### src/rtl/uart_tx_engine.sv
// UART transmitter: frames one byte per valid/ready handshake as start, data (LSB first),
// optional parity and stop bits on a registered, idle-high serial line.
module uart_tx_engine #(
  parameter int CLKS_PER_BIT = 16,
  parameter int DATA_BITS    = 8,
  parameter int PARITY_EN    = 0,
  parameter int PARITY_ODD   = 0,
  parameter int STOP_BITS    = 1
) (
  input  logic       clk,
  input  logic       rst,
  input  logic [7:0] tx_data,
  input  logic       tx_valid,
  output logic       tx_ready,
  output logic       tx,
  output logic       transmitting,
  output logic       transmitted,
  output logic       baud_tick
);

  localparam int         CNT_W     = $clog2(CLKS_PER_BIT);
  localparam logic [CNT_W-1:0] CNT_LAST = CNT_W'(CLKS_PER_BIT - 1);
  localparam logic [2:0] LAST_DATA = 3'(DATA_BITS - 1);
  localparam logic [2:0] LAST_STOP = 3'(STOP_BITS - 1);
  localparam logic [7:0] DATA_MASK = 8'((1 << DATA_BITS) - 1);

  localparam logic [2:0] S_IDLE   = 3'd0;
  localparam logic [2:0] S_START  = 3'd1;
  localparam logic [2:0] S_DATA   = 3'd2;
  localparam logic [2:0] S_PARITY = 3'd3;
  localparam logic [2:0] S_STOP   = 3'd4;

  logic [2:0]       state;
  logic [CNT_W-1:0] clk_cnt;
  logic [2:0]       bit_idx;
  logic [7:0]       shift;
  logic             parity_bit;
  logic             accept;

  // Ready depends only on state, so there is no combinational path from tx_valid.
  assign tx_ready     = (state == S_IDLE);
  assign transmitting = (state != S_IDLE);
  assign baud_tick    = (state != S_IDLE) && (clk_cnt == CNT_LAST);
  assign accept       = tx_valid & tx_ready;

  // NOTE: sequential state uses non-blocking assignments so every register samples
  // pre-edge values; the async reset branch forces the line high immediately.
  always_ff @(posedge clk or posedge rst) begin
    if (rst) begin
      state       <= S_IDLE;
      clk_cnt     <= '0;
      bit_idx     <= '0;
      shift       <= '0;
      parity_bit  <= 1'b0;
      tx          <= 1'b1;
      transmitted <= 1'b0;
    end else begin
      transmitted <= 1'b0;

      if (state == S_IDLE || baud_tick) clk_cnt <= '0;
      else                              clk_cnt <= clk_cnt + 1'b1;

      case (state)
        S_IDLE: begin
          bit_idx <= '0;
          if (accept) begin
            shift      <= tx_data;
            parity_bit <= (^(tx_data & DATA_MASK)) ^ (PARITY_ODD != 0);
            tx         <= 1'b0;
            state      <= S_START;
          end
        end
        S_START: begin
          if (baud_tick) begin
            tx    <= shift[0];
            state <= S_DATA;
          end
        end
        S_DATA: begin
          if (baud_tick) begin
            shift <= shift >> 1;
            if (bit_idx == LAST_DATA) begin
              bit_idx <= '0;
              if (PARITY_EN != 0) begin
                tx    <= parity_bit;
                state <= S_PARITY;
              end else begin
                tx    <= 1'b1;
                state <= S_STOP;
              end
            end else begin
              bit_idx <= bit_idx + 3'd1;
              tx      <= shift[1];
            end
          end
        end
        S_PARITY: begin
          if (baud_tick) begin
            tx    <= 1'b1;
            state <= S_STOP;
          end
        end
        S_STOP: begin
          if (baud_tick) begin
            if (bit_idx == LAST_STOP) begin
              bit_idx     <= '0;
              transmitted <= 1'b1;
              state       <= S_IDLE;
            end else begin
              bit_idx <= bit_idx + 3'd1;
            end
          end
        end
        default: begin
          tx    <= 1'b1;
          state <= S_IDLE;
        end
      endcase
    end
  end

endmodule
### config.mk
export PLATFORM = sky130hd
export DESIGN_NAME = uart_tx_engine
export DESIGN_NICKNAME = d
export VERILOG_FILES = /design/src/rtl/uart_tx_engine.sv
export SDC_FILE = /design/constraint.sdc
export NUM_CORES = 1
export LEC_CHECK = 0
export ABC_AREA = 1
export CAP_MARGIN = 15
export CORE_ASPECT_RATIO = 0.75
export CORE_MARGIN = 1
export CORE_UTILIZATION = 50
export DETAILED_ROUTE_END_ITERATION = 16
export DONT_BUFFER_PORTS = 1
export PLACE_DENSITY = 0.74
export REMOVE_ABC_BUFFERS = 1
export SLEW_MARGIN = 5
export SYNTH_ARGS = -nofsm -noshare
export SYNTH_HDL_FRONTEND = slang
export SYNTH_SLANG_ARGS = --single-unit
### constraint.sdc
create_clock -name clk -period 2.14 [get_ports clk]
set_clock_uncertainty 0.15 [all_clocks]
set_input_delay 0.321 -clock clk [delete_from_list [all_inputs] [get_ports clk]]
set_output_delay 0.321 -clock clk [all_outputs]
set_load 0.01 [all_outputs]
==> impl_metrics.toml <==
[floorplanning]
num_rows = 14
die_height_microns = 43.4
die_width_microns = 57.3
core_sq_um = 2080
initial_core_util_pct = 54.9
num_io_pins = 16
dieArea_sq_um = 2490

[timing]
slew-limit-headroom_pct = 48.3
setup_tns_ns = 0
holdWs_ns = 0.0812
finalCritPeriodShare_pct = 91.2
layout_min_cycle_time_ns = 1.95
setup_ws_ns = 0.188
final_max_slew_viol_count = 0
rsz0062_at_grt = "no"
finalHoldViolCount = 0
fmax_mhz = 512
finalSetupViolations = 0
tightest_slew_ns = 0.775

[global_route]
grt_pass1_wl_microns = 3570
grt.overflow.total = 0
grt_pass1_vias = 819
antenna_found_initial = 0
grt_usage_pct = 19.6
grt_max_degree = 21

[place]
place_ws_ns = 0.428
hpwlAfterDp_microns = 1600
numPlacedInstances = 159
port_buffers = 0
place_area_sq_um = 1150
gp_congestion = 0.928

[finish]
layout_common_cells = "nand2_1, dfrtp_1, inv_1, o21ai_0, nand3_1"
antenna_cells = 0
final-instance-count-excl-fill = 165
ff_latch_area_sq_um = 502
stdcell_area_sq_um = 1200
fill_cells = 192
drive_above_1_share_pct = 14.9
nets = 157
multiInputGateArea_sq_um = 539
final_common_cell = "nand2_1"
fin_util_pct = 57.8
area_growth_syn_to_layout_pct = 5.25

[worst_setup_path]
cp_max_fo = 9
critPathMaxStageDelay_ns = 0.63
worstPathArrival_ns = 1.48
worstSetupEndpoint = "baud_tick"
startpoint_type = "flop"
cp_data_required_time_ns = 1.67
crit_chain = "inv_1 > nand2_4 > nand2_1 > inv_1"
crit_path_start = "state[2]"
crit_type = "flop to primary output"
r2r_end = "bit_idx[2]"
r2r_start = "state[2]"
slowest_stage = "dfrtp_1"
reg2reg_depth = 6
crit_path_frequent_cell = "inv_1"
rrSetupSlack_ns = 0.40
end_kind = "primary output"

[clocking]
clk_pin_slew_worst_paths_ns = 0.10
clockRootBuffer = "clkbuf_4"
cts_setup_buffers = 0
cts_buffers = 3
clkLatencyLatePin_ns = 0.30
postCtsResizedCells = 0
hold_buffers = 2
cts_buffer_depth = 2
cts_tree = "done"
clkSinkCount = 20
htreeDepth = 1

[drt]
vias = 862
drc = 2
firstDrtPassIters = 12
wire_per_inst_microns = 12.8
drt-initial-drc-count = 49
ant_nets = 0
routed_wirelength_microns = 2110
via_per_inst = 5.22

[logic_synthesis]
synth_fa_ha_area_share_pct = 4.37
avgSynthCellArea_sq_um = 8.30
synthCells = 138
synthMuxAreaShare_pct = 0
synth_xor_area_share_pct = 1.53
synth_cell_type_count = 26
synth_edf_count = 0
synthFlopType = "dfrtp_1"
synth_top_family_by_area = "simple AND/OR/NAND/NOR gates"
synth_area_sq_um = 1140
ys_warn_count = 0
synth_compound_area_share_pct = 10.7
async_reset_ff_share_pct = 100
synth_seq_cells = 20
ys_seq_area_share_pct = 43.8
yosys.area_share.simple_pct = 30.5

[status]
violations = "design-rule violations"
status = "complete, but fails checks"

[power]
pwr_density_cell_nw_per_um2 = 503
finalPower_mw = 0.607
p_leak_nw = 0.631
ir_worst_vdd_mv = 0.332

[min_path]
hp-class = "primary input to flop"
hold_path_depth = 2
hold_start = "tx_data[2]"

[flow_run]
cap_violations = 0
## worst min path at each step
| stage | slack [ns] | end |
|---|---|---|
| floorplan | 0.13 | bit_idx[0] |
| global placement | 0.24 | shift[7] |
| detailed placement | 0.24 | shift[7] |
| CTS | 0.07 | shift[2] |
| global route | 0.08 | shift[6] |
| finish | 0.08 | shift[2] |
## Yosys cell counts (2+ instances only)
cell type	number	share of area [%]
nand3_1	8	3.5
nor2_1	6	2.0
nand2_1	38	12
ha_1	4	4.4
dfrtp_1	19	42
nand2_4	3	3.0
nand2_2	3	1.6
o21ai_1	6	2.6
buf_4	2	1.3
o21ai_0	14	6.1
o21ai_2	2	1.5
nor3_1	2	0.87
inv_1	18	5.9
## power by group
group	switching, mW	internal, mW	total (mW)
sequential	0	0.378	0.378
clock	0.114	0.104	0.218
combinational	0.00820	0.00270	0.0109
total	0.122	0.484	0.607
## cell type report
cell class              instances  share of cell area, %
multi-input cells              95                   44.8
clock buffers                   4                   3.01
flip-flops and latches         20                   41.6
well taps                      24                   2.49
inverters                      20                   6.44
repair buffers                  2                   1.66
## kinds of logic after synthesis
kind of cell / Yosys count
AND/OR/NAND/NOR: 66
AO/OA/AOI/OAI: 23
buffers and inverters: 23
flip-flops: 20
adder cells (fa/ha/maj): 4
XOR/XNOR: 2
## metal layers
layer / GRT usage, % / share of wire, % / vias up
met5: 0 / 0 / -
met4: 7.32 / 0.90 / 0
met3: 6.57 / 4.6 / 2
met2: 30.4 / 46 / 17
met1: 26.0 / 48 / 399
li1: - / - / 444
## critical path: cells and delay by family, from the launching register on
kind,cells,cell delay [ns]
flip-flops,1,0.63
AND/OR/NAND/NOR,2,0.27
buffers and inverters,2,0.29
## flip-flops by register name, indices dropped and copies added (netlist names)
name,count
state,3
bit_idx,3
transmitted,1
tx,1
clk_cnt,4
shift,8
(Power assumes the default switching activity.)
